`config.mk`:
```
export PLATFORM = sky130hd
export DESIGN_NAME = pampy_program_loader_flat
export DESIGN_NICKNAME = d
export VERILOG_FILES = /design/src/rtl/pampy_program_loader_pkg.sv /design/src/rtl/pampy_program_loader_if.sv /design/src/rtl/pampy_loader_run_timer.sv /design/src/rtl/pampy_program_loader.sv /design/src/flat_wrapper.sv
export SDC_FILE = /design/constraint.sdc
export NUM_CORES = 1
export LEC_CHECK = 0
export ABC_AREA = 1
export BUFFER_PORTS_ARGS = -buffer_cell sky130_fd_sc_hd__buf_2
export CORE_UTILIZATION = 49
export CTS_BUF_LIST = sky130_fd_sc_hd__clkbuf_2 sky130_fd_sc_hd__clkbuf_4 sky130_fd_sc_hd__clkbuf_8
export DETAILED_ROUTE_END_ITERATION = 8
export PLACE_DENSITY = 0.7
export RECOVER_POWER = 100
export SLEW_MARGIN = 20
export SYNTH_ARGS = -nofsm -noshare
export SYNTH_HDL_FRONTEND = slang
export SYNTH_HIERARCHICAL = 1
export SYNTH_SLANG_ARGS = --single-unit
```
`constraint.sdc`:
```
create_clock -name clk -period 5.06 [get_ports clk]
set_clock_uncertainty 0.15 [all_clocks]
set_input_delay 0.759 -clock clk [delete_from_list [all_inputs] [get_ports clk]]
set_output_delay 0.759 -clock clk [all_outputs]
set_load 0.01 [all_outputs]
```
`src/rtl/pampy_program_loader_pkg.sv`:
```
// Shared types for the program loader: FSM state encoding and error codes.
package pampy_program_loader_pkg;

  typedef enum logic [3:0] {
    ST_IDLE,
    ST_LEN_HI,
    ST_LEN_LO,
    ST_INSTR,
    ST_ARG,
    ST_WRITE,
    ST_RUN,
    ST_DONE,
    ST_ERROR
  } state_t;

  typedef enum logic [1:0] {
    ERR_NONE     = 2'b00,
    ERR_ZERO_LEN = 2'b01,
    ERR_TOO_LONG = 2'b10,
    ERR_TIMEOUT  = 2'b11
  } err_code_t;

  localparam int CYCLE_COUNT_W = 32;

  // A (re)load request is only taken outside the loading sequence.
  function automatic logic start_honoured(input state_t s);
    return (s == ST_IDLE) || (s == ST_RUN) || (s == ST_DONE) || (s == ST_ERROR);
  endfunction

endpackage

```
`src/rtl/pampy_program_loader_if.sv`:
```
// Byte-stream input and program-memory write bus of the loader.
interface pampy_program_loader_if #(
  parameter int DATA_WIDTH        = 8,
  parameter int ADDR_WIDTH        = 12,
  parameter int INSTRUCTION_WIDTH = 16
);

  logic [DATA_WIDTH-1:0]        BYTE_IN;
  logic                         BYTE_VALID;
  logic                         BYTE_READY;
  logic                         MEM_WE;
  logic [ADDR_WIDTH-1:0]        MEM_ADDR;
  logic [INSTRUCTION_WIDTH-1:0] MEM_DATA;

  // master: stream source and memory; slave: the loader itself
  modport master (
    output BYTE_IN, BYTE_VALID,
    input  BYTE_READY, MEM_WE, MEM_ADDR, MEM_DATA
  );

  modport slave (
    input  BYTE_IN, BYTE_VALID,
    output BYTE_READY, MEM_WE, MEM_ADDR, MEM_DATA
  );

endinterface

```
`src/rtl/pampy_loader_run_timer.sv`:
```
// Saturating run-cycle counter with timeout detection for the loader.
module pampy_loader_run_timer
  import pampy_program_loader_pkg::*;
#(
  parameter int MAX_CYCLES = 1000000
) (
  input  logic                     clk,
  input  logic                     reset,
  input  logic                     clear_i,
  input  logic                     en_i,
  output logic [CYCLE_COUNT_W-1:0] count_o,
  output logic                     timeout_o
);

  localparam logic [CYCLE_COUNT_W-1:0] LIMIT = CYCLE_COUNT_W'(MAX_CYCLES - 1);

  logic [CYCLE_COUNT_W-1:0] count_q;

  always_ff @(posedge clk or negedge reset) begin
    if (!reset) begin
      count_q <= '0;
    end else if (clear_i) begin
      count_q <= '0;
    end else if (en_i && (count_q != '1)) begin
      count_q <= count_q + CYCLE_COUNT_W'(1);
    end
  end

  // Asserted during the run cycle whose edge would complete MAX_CYCLES cycles.
  assign timeout_o = en_i && (count_q >= LIMIT);
  assign count_o   = count_q;

endmodule

```
`src/rtl/pampy_program_loader.sv`:
```
// Loads a length-prefixed byte-stream program into instruction memory,
// then releases the core and supervises its run until finish or timeout.
module pampy_program_loader
  import pampy_program_loader_pkg::*;
#(
  parameter int DATA_WIDTH        = 8,
  parameter int ADDR_WIDTH        = 12,
  parameter int INSTRUCTION_WIDTH = 16,
  parameter int MAX_CYCLES        = 1000000
) (
  input  logic                       clk,
  input  logic                       reset,
  input  logic                       START,
  pampy_program_loader_if.slave      bus,
  output logic                       CORE_HOLD,
  input  logic                       FINISH_IN,
  output logic [ADDR_WIDTH:0]        LOADED_WORDS,
  output logic [CYCLE_COUNT_W-1:0]   CYCLE_COUNT,
  output logic                       DONE,
  output logic                       ERROR,
  output logic [1:0]                 ERR_CODE
);

  localparam int          LEN_W     = 2 * DATA_WIDTH;
  localparam logic [31:0] MAX_WORDS = 32'(1) << ADDR_WIDTH;

  state_t                       state_q;
  err_code_t                    err_q;
  logic                         ready_q, we_q, hold_q, done_q, error_q;
  logic [ADDR_WIDTH-1:0]        addr_cnt_q, addr_cnt_d, mem_addr_q;
  logic [INSTRUCTION_WIDTH-1:0] mem_data_q;
  logic [ADDR_WIDTH:0]          loaded_q, loaded_d;
  logic [DATA_WIDTH-1:0]        len_hi_q, instr_q;
  logic [LEN_W-1:0]             len_q, len_d;
  logic                         accept, restart, timeout;
  logic [CYCLE_COUNT_W-1:0]     cycle_count;

  assign accept     = bus.BYTE_VALID && ready_q;
  assign restart    = START && start_honoured(state_q);
  assign len_d      = {len_hi_q, bus.BYTE_IN};
  assign addr_cnt_d = addr_cnt_q + ADDR_WIDTH'(1);
  assign loaded_d   = loaded_q + (ADDR_WIDTH + 1)'(1);

  pampy_loader_run_timer #(
    .MAX_CYCLES (MAX_CYCLES)
  ) u_run_timer (
    .clk       (clk),
    .reset     (reset),
    .clear_i   (restart),
    .en_i      (state_q == ST_RUN),
    .count_o   (cycle_count),
    .timeout_o (timeout)
  );

  // Stream byte capture; contents are only meaningful once captured.
  always_ff @(posedge clk) begin
    if (accept && (state_q == ST_LEN_HI)) len_hi_q <= bus.BYTE_IN;
    if (accept && (state_q == ST_LEN_LO)) len_q    <= len_d;
    if (accept && (state_q == ST_INSTR))  instr_q  <= bus.BYTE_IN;
  end

  always_ff @(posedge clk or negedge reset) begin
    if (!reset) begin
      state_q    <= ST_IDLE;
      ready_q    <= 1'b0;
      we_q       <= 1'b0;
      hold_q     <= 1'b1;
      done_q     <= 1'b0;
      error_q    <= 1'b0;
      err_q      <= ERR_NONE;
      addr_cnt_q <= '0;
      mem_addr_q <= '0;
      mem_data_q <= '0;
      loaded_q   <= '0;
    end else if (restart) begin
      state_q    <= ST_LEN_HI;
      ready_q    <= 1'b1;
      we_q       <= 1'b0;
      hold_q     <= 1'b1;
      done_q     <= 1'b0;
      error_q    <= 1'b0;
      err_q      <= ERR_NONE;
      addr_cnt_q <= '0;
      loaded_q   <= '0;
    end else begin
      case (state_q)
        ST_LEN_HI: if (accept) state_q <= ST_LEN_LO;
        ST_LEN_LO: begin
          if (accept) begin
            if (len_d == '0) begin
              state_q <= ST_ERROR;
              ready_q <= 1'b0;
              error_q <= 1'b1;
              err_q   <= ERR_ZERO_LEN;
            end else if (32'(len_d) > MAX_WORDS) begin
              state_q <= ST_ERROR;
              ready_q <= 1'b0;
              error_q <= 1'b1;
              err_q   <= ERR_TOO_LONG;
            end else begin
              state_q <= ST_INSTR;
            end
          end
        end
        ST_INSTR: if (accept) state_q <= ST_ARG;
        ST_ARG: begin
          if (accept) begin
            state_q    <= ST_WRITE;
            ready_q    <= 1'b0;
            we_q       <= 1'b1;
            mem_addr_q <= addr_cnt_q;
            mem_data_q <= {instr_q, bus.BYTE_IN};
          end
        end
        ST_WRITE: begin
          we_q       <= 1'b0;
          addr_cnt_q <= addr_cnt_d;
          loaded_q   <= loaded_d;
          if (32'(loaded_d) == 32'(len_q)) begin
            state_q <= ST_RUN;
            hold_q  <= 1'b0;
          end else begin
            state_q <= ST_INSTR;
            ready_q <= 1'b1;
          end
        end
        ST_RUN: begin
          // Finish takes priority over a coincident timeout.
          if (FINISH_IN) begin
            state_q <= ST_DONE;
            hold_q  <= 1'b1;
            done_q  <= 1'b1;
          end else if (timeout) begin
            state_q <= ST_ERROR;
            hold_q  <= 1'b1;
            error_q <= 1'b1;
            err_q   <= ERR_TIMEOUT;
          end
        end
        default: ;
      endcase
    end
  end

  assign bus.BYTE_READY = ready_q;
  assign bus.MEM_WE     = we_q;
  assign bus.MEM_ADDR   = mem_addr_q;
  assign bus.MEM_DATA   = mem_data_q;
  assign CORE_HOLD      = hold_q;
  assign LOADED_WORDS   = loaded_q;
  assign CYCLE_COUNT    = cycle_count;
  assign DONE           = done_q;
  assign ERROR          = error_q;
  assign ERR_CODE       = err_q;

endmodule

```
`src/flat_wrapper.sv`:
```
// flat-port wrapper written by rule: the top's interface ports become plain ports
module pampy_program_loader_flat import pampy_program_loader_pkg::*;
#(
  parameter int DATA_WIDTH        = 8,
  parameter int ADDR_WIDTH        = 12,
  parameter int INSTRUCTION_WIDTH = 16,
  parameter int MAX_CYCLES        = 1000000
)
  (clk, reset, START, CORE_HOLD, FINISH_IN, LOADED_WORDS, CYCLE_COUNT, DONE, ERROR, ERR_CODE, bus_BYTE_IN, bus_BYTE_VALID, bus_BYTE_READY, bus_MEM_WE, bus_MEM_ADDR, bus_MEM_DATA);
  pampy_program_loader_if #(.DATA_WIDTH(DATA_WIDTH), .ADDR_WIDTH(ADDR_WIDTH), .INSTRUCTION_WIDTH(INSTRUCTION_WIDTH)) bus_i ();
  input  logic clk;
  input  logic reset;
  input  logic START;
  output logic CORE_HOLD;
  input  logic FINISH_IN;
  output logic [ADDR_WIDTH:0] LOADED_WORDS;
  output logic [CYCLE_COUNT_W-1:0] CYCLE_COUNT;
  output logic DONE;
  output logic ERROR;
  output logic [1:0] ERR_CODE;
  input wire logic [$bits(bus_i.BYTE_IN)-1:0] bus_BYTE_IN;
  input wire logic [$bits(bus_i.BYTE_VALID)-1:0] bus_BYTE_VALID;
  output wire logic [$bits(bus_i.BYTE_READY)-1:0] bus_BYTE_READY;
  output wire logic [$bits(bus_i.MEM_WE)-1:0] bus_MEM_WE;
  output wire logic [$bits(bus_i.MEM_ADDR)-1:0] bus_MEM_ADDR;
  output wire logic [$bits(bus_i.MEM_DATA)-1:0] bus_MEM_DATA;
  assign bus_i.BYTE_IN = bus_BYTE_IN;
  assign bus_i.BYTE_VALID = bus_BYTE_VALID;
  assign bus_BYTE_READY = bus_i.BYTE_READY;
  assign bus_MEM_WE = bus_i.MEM_WE;
  assign bus_MEM_ADDR = bus_i.MEM_ADDR;
  assign bus_MEM_DATA = bus_i.MEM_DATA;
  pampy_program_loader #(.DATA_WIDTH(DATA_WIDTH), .ADDR_WIDTH(ADDR_WIDTH), .INSTRUCTION_WIDTH(INSTRUCTION_WIDTH), .MAX_CYCLES(MAX_CYCLES)) u_core (.clk(clk), .reset(reset), .START(START), .bus(bus_i), .CORE_HOLD(CORE_HOLD), .FINISH_IN(FINISH_IN), .LOADED_WORDS(LOADED_WORDS), .CYCLE_COUNT(CYCLE_COUNT), .DONE(DONE), .ERROR(ERROR), .ERR_CODE(ERR_CODE));
endmodule
```
* After elaboration in Yosys (flattened, before gate mapping) *
Index checks and enable logic that the tools add are counted.

word-level totals
  bits in registers = 128
  input port bits = 13
  output and inout bits = 80
  word-level logic and storage cells = 117

operators by class
  add/sub/neg operators = 3
  order comparisons = 2
  eq/ne operators = 20
  multiplexer cells = 48
  bitwise operators = 1
  reduce and logical (&&, ||, !) cells = 28

operator list
  kind                   number
  $mux 32                2
  $mux 4                 9
  $add 32x1->32 const B  1
  $ge 32x20->1 const B   1
  $ne 32x32->1 const B   1
  $mux 13                2
  $mux 12                2
  $pmux 4 s6             1
  $mux 1                 20
  $ne 3x1->1 const B     6
  $eq 13x16->1           1
  $eq 4x3->1 const B     4
  $gt 16x13->1 const B   1
  $logic_not 16->1       1
  $add 13x1->13 const B  1
  $add 12x1->12 const B  1
  $mux 2                 6
  $reduce_and 5->1       2
  $reduce_bool 3->1      3
  $eq 4x2->1 const B     2
  $reduce_bool 2->1      4
  $logic_and 1x1->1      7
  $reduce_bool 7->1      1
  $ne 3x2->1 const B     2
  15 further kinds       21

* Longest topological paths before layout *
  depth in word-level cells = 7
  depth in mapped cells = 16
  gate-level depth less buffers = 16

* Cells and area by module *
The synthesis kept the hierarchy.

by module, submodules not included
  module                  instances  cells each  area an instance (um^2)  sequential area each (um^2)
  pampy_program_loader    1          466         4,336.7                  2,563.7
  pampy_loader_run_timer  1          368         2,513.7                  800.8

* Worst setup path after synthesis *
OpenSTA, ideal clock, no wires.

  path type = in2reg
  start = in bus_BYTE_VALID
  end = reg u_core.len_q[0], enable pin
  setup time = 409 ps
  arrival time = 2,059 ps
  data required time = 4,501 ps
  setup slack = 2,442 ps
  cell stages on the path = 2
  buffers on the path = 0
  path through = nand2_1 nor3_1

between the ends
  word-level cells in the longest chain between the ends = 2

ends and longest elaborated chain
  what                  line                        text
  start, declared       flat_wrapper.sv:22          input wire logic [$bits(bus_i.BYTE_VALID)-1:0] bus_BYTE_VALID;
  $logic_and 1x1->1     pampy_program_loader.sv:38  assign accept = bus.BYTE_VALID && ready_q;
  $logic_and 1x1->1     pampy_program_loader.sv:58  if (accept && (state_q == ST_LEN_LO)) len_q <= len_d;
  end signal, assigned  pampy_program_loader.sv:58
  end, declared         pampy_program_loader.sv:34  logic [LEN_W-1:0] len_q, len_d;

No other way between the ends.
A chain may end at the register's enable or synchronous reset.

* Worst setup path in the final report *
  start = reg u_core.state_q[2]
  end = reg u_core.addr_cnt_q[10]

between the ends
  word-level cells in the longest chain between the ends = 6
  elaborated cells on any way between the ends = 11
  those cells by class = eq/ne (4); mux (1); reduce/logical (6)

ends and longest elaborated chain
  what                                                  line                            text
  start, declared                                       pampy_program_loader.sv:27      state_t state_q;
  start signal, assigned                                pampy_program_loader.sv:64      state_q <= ST_IDLE;
  start signal, assigned                                pampy_program_loader.sv:76      state_q <= ST_LEN_HI;
  start signal, assigned                                pampy_program_loader.sv:87      ST_LEN_HI: if (accept) state_q <= ST_LEN_LO;
  $eq 4x3->1 / $logic_not 4->1 (equally long branches)  pampy_program_loader_pkg.sv:27  return (s == ST_IDLE) || (s == ST_RUN) || (s == ST_DONE) || (s == ST_ERROR);
  $logic_or 1x1->1 (3 in series)                        pampy_program_loader_pkg.sv:27
  $logic_and 1x1->1                                     pampy_program_loader.sv:39      assign restart = START && start_honoured(state_q);
  $mux 12 / $reduce_bool 2->1 (equally long branches)   --
  end signal, assigned                                  pampy_program_loader.sv:117     addr_cnt_q <= addr_cnt_d;
  end, declared                                         pampy_program_loader.sv:30      logic [ADDR_WIDTH-1:0] addr_cnt_q, addr_cnt_d, mem_addr_q;

Several ways; a longest one is shown, not always the timed one.

==> flow_summary.json <==
{
  "grt_util_all_layers": 0.238,
  "drv_cap": 1,
  "initial_core_util": 0.509,
  "synth.top_cells.by_area": "dfrtp_1, edfxtp_1, nand2_1",
  "place.gp.congestion": 0.884,
  "port_buffers": 92,
  "placed_area_mm2": 0.00744,
  "ys.flop_type": "dfrtp_1",
  "post-place-ws_ps": 804,
  "via_per_inst": 5.17,
  "clk_pin_slew_ps": 80,
  "route.met2.wl_um": 7170,
  "cts_buffers": 17,
  "fin_area_mm2": 0.00757,
  "htreeDepth": 4,
  "antenna_found_initial": 0,
  "r2r-start": "u_core/state_q[2]",
  "violations": "capacitance limit, slew limit",
  "fmax_mhz": 262,
  "switchingPower_uw": 932,
  "die_area_mm2": 0.0145,
  "yosysSeqAreaShare": 0.491,
  "highest_layer": "met4",
  "synth.distinct_cells": 45,
  "fillerInstances": 1367,
  "grt_pass1_wl_um": 26600,
  "synth_nets": 850,
  "drtPass1Iterations": 8,
  "post_synth.cell_area_avg_um2": 8.21,
  "core_mm2": 0.0135,
  "required_ps": 5260,
  "crit_end": "u_core/addr_cnt_q[10]",
  "cp-end-kind": "flip-flop",
  "drive_gt1_frac": 0.0794,
  "final_util": 0.563,
  "io-pin-count": 93,
  "status": "finished with violations",
  "drc": 0,
  "cp_max_fo": 18,
  "dp_hpwl_um": 11600,
  "detail-route-antenna-nets": 0,
  "worst_slack_ps": 1250,
  "synthesis.area_mm2": 0.00685,
  "die_x_um": 120,
  "startpoint": "u_core/state_q[2]",
  "powerDensity_mw_per_mm2": 352,
  "ys_ff_latch": 128,
  "setup_viol_count_final": 0,
  "post-route-period-util": 0.753,
  "swShare": 0.349,
  "cts_buffer_depth": 2,
  "drv_slew": 59,
  "hold_viol_final": 0,
  "pwr-share-comb": 0.201,
  "setup.worst_path.class": "reg -> reg",
  "wl_per_cell_um": 14.4,
  "cts_root_buffer": "clkbuf_8",
  "first_global_vias": 5319,
  "diodes": 0,
  "worstHoldStart": "u_core/len_hi_q[1]",
  "period_needed_ps": 3810,
  "cts_tree": "built",
  "relSlewSlack": -1.12,
  "synth.largest_area_cell": "dfrtp_1",
  "wl_met1_um": 7930,
  "grt_max_degree": 59,
  "wl_met3_um": 855,
  "wl_um": 16200,
  "p_clk_frac": 0.321,
  "rsz0062_at_grt": "false",
  "drt_iter0_drc": 495,
  "yosys.area.top_type_share": 0.347,
  "clk_latency_ps": 440,
  "r2r_cells": 8,
  "power_frac_seq": 0.478,
  "hold_buffers": 0,
  "synthToLayoutAreaGrowth_pct": 10.5,
  "cts_resized": 0,
  "tightest_slew_ps": 3180,
  "power.leakage_nw": 3.29,
  "nets": 948,
  "synthArstFlopShare": 0.750,
  "worstPathArrival_ps": 4010,
  "syn_inst": 834,
  "vdd_drop_max_uv": 165,
  "start_kind": "flip-flop",
  "synth_warnings": 6,
  "synth_edf_count": 32,
  "r2r_end": "u_core/addr_cnt_q[10]",
  "hp-class": "reg -> reg",
  "grt_overflow": 0,
  "vias": 5799,
  "r2r_slack_ps": 1250,
  "postCtsSetupRepairBufs": 0,
  "p_int_mw": 1.74,
  "die_height_um": 120,
  "cts_sinks": 128,
  "rows": 42,
  "finalSetupTns_ps": 0
}
## cell usage in the layout (no fill, tap or decap), types with 2 or more instances in the layout
master / instances
clkbuf_1: 90
nor3_1: 17
nand3_1: 74
clkinv_4: 2
mux2_2: 7
nand3b_1: 6
inv_6: 6
inv_1: 95
o21ai_0: 60
buf_2: 4
nand2_2: 4
clkbuf_8: 17
nand4_1: 10
o21bai_1: 5
edfxtp_1: 32
o21ai_2: 2
inv_8: 2
ha_1: 3
nand2_4: 2
o22ai_1: 9
nor2_2: 3
nor4_1: 3
nor2_1: 84
xor2_1: 7
nand2_1: 255
mux2_1: 3
dfrtp_1: 95
clkinvlp_4: 3
o21ai_1: 3
nand3_2: 12
a21oi_1: 11
nor2_4: 4
## layout make-up
cell class / count / area [um^2] / area share
repair buffers: 95 / 365 / 0.0483
clock buffers: 17 / 234 / 0.0309
clock inverters: 15 / 150 / 0.0198
inverters: 98 / 369 / 0.0488
multi-input cells: 592 / 2860 / 0.378
flip-flops and latches: 128 / 3360 / 0.445
well taps: 176 / 220 / 0.0291
## layer usage
| layer | GRT usage | up-vias |
|---|---|---|
| met2 | 0.348 | 155 |
| met1 | 0.348 | 2700 |
| met4 | 0.0748 | 0 |
| met5 | 0 | - |
| li1 | - | 2925 |
| met3 | 0.0566 | 19 |
## synthesized netlist by cell type, types with 2 or more instances
library cell  instances
a21oi_1              11
buf_2                 5
buf_6                 4
clkbuf_1              4
dfrtp_1              95
edfxtp_1             32
ha_1                  3
inv_1                94
inv_2                 2
mux2_2                7
mux2_4                3
nand2_1             253
nand2_2               6
nand2_4               2
nand3_1              73
nand3_2              13
nand3b_1              6
nand4_1              10
nor2_1               83
nor2_2                4
nor2_4                4
nor3_1               11
nor3_2                4
nor3_4                2
nor4_1                3
o21ai_0              41
o21ai_1               6
o21ai_2              18
o21bai_1              5
o22ai_1               9
xor2_1                7
## registers in the layout, indices dropped and copies added, names as in the netlist
name,flops
u_core/addr_cnt_q,12
u_core/len_q,16
u_core/len_hi_q,8
u_core/u_run_timer/count_o,32
u_core/LOADED_WORDS,13
u_core/bus.MEM_DATA,16
u_core/bus.MEM_ADDR,12
u_core/CORE_HOLD,1
u_core/state_q,4
u_core/ERROR,1
u_core/DONE,1
u_core/instr_q,8
u_core/ERR_CODE,2
u_core/bus.MEM_WE,1
u_core/bus.BYTE_READY,1
## power by group through the flow
stage | registers [mW] | clock network, mW | logic [mW]
2_1_floorplan | 1.31 | 0 | 0.360
3_3_place_gp | 1.29 | 0 | 0.571
3_5_place_dp | 1.29 | 0 | 0.576
4_1_cts | 1.27 | 0.883 | 0.578
5_1_grt | 1.29 | 0.932 | 0.607
6_report | 1.28 | 0.856 | 0.535
## per-stage QoR
| stage | instances | hold slack, ps | total power [mW] |
|---|---|---|---|
| after detailed placement | 1089 | 289 | 1.87 |
| final | 1121 | 315 | 2.67 |
| after global routing | 1121 | 332 | 2.83 |
| after floorplan | 834 | 277 | 1.66 |
| after CTS | 1121 | 222 | 2.74 |
| after global placement | 1089 | 287 | 1.86 |
## cell families after synthesis
| logic type | share of synthesized area |
|---|---|
| buffers and inverters | 0.0723 |
| XOR/XNOR | 0.0102 |
| AND/OR/NAND/NOR | 0.318 |
| multiplexers | 0.0181 |
| adder cells (fa/ha/maj) | 0.00548 |
| AO/OA/AOI/OAI | 0.0844 |
| flip-flops | 0.491 |
## critical path, stage by stage, from the launching register on
cell,delay (ps)
dfrtp_1,460
nand2_1,110
nor3_1,720
clkinvlp_2,930
nor3_1,550
nand3_1,250
nor3_1,250
nand2_1,80
a211oi_1,200
## how the worst min path moves through the flow
stage | to | slack [ps] | cells past startpoint
5_1_grt | u_core/bus.MEM_DATA[13] | 330 | 1
4_1_cts | u_core/LOADED_WORDS[12] | 220 | 1
3_3_place_gp | u_core/len_q[9] | 290 | 0
3_5_place_dp | u_core/len_q[10] | 290 | 0
2_1_floorplan | u_core/len_q[9] | 280 | 0
6_report | u_core/len_q[9] | 310 | 0
No activity file was read; power rests on OpenSTA's default activity.
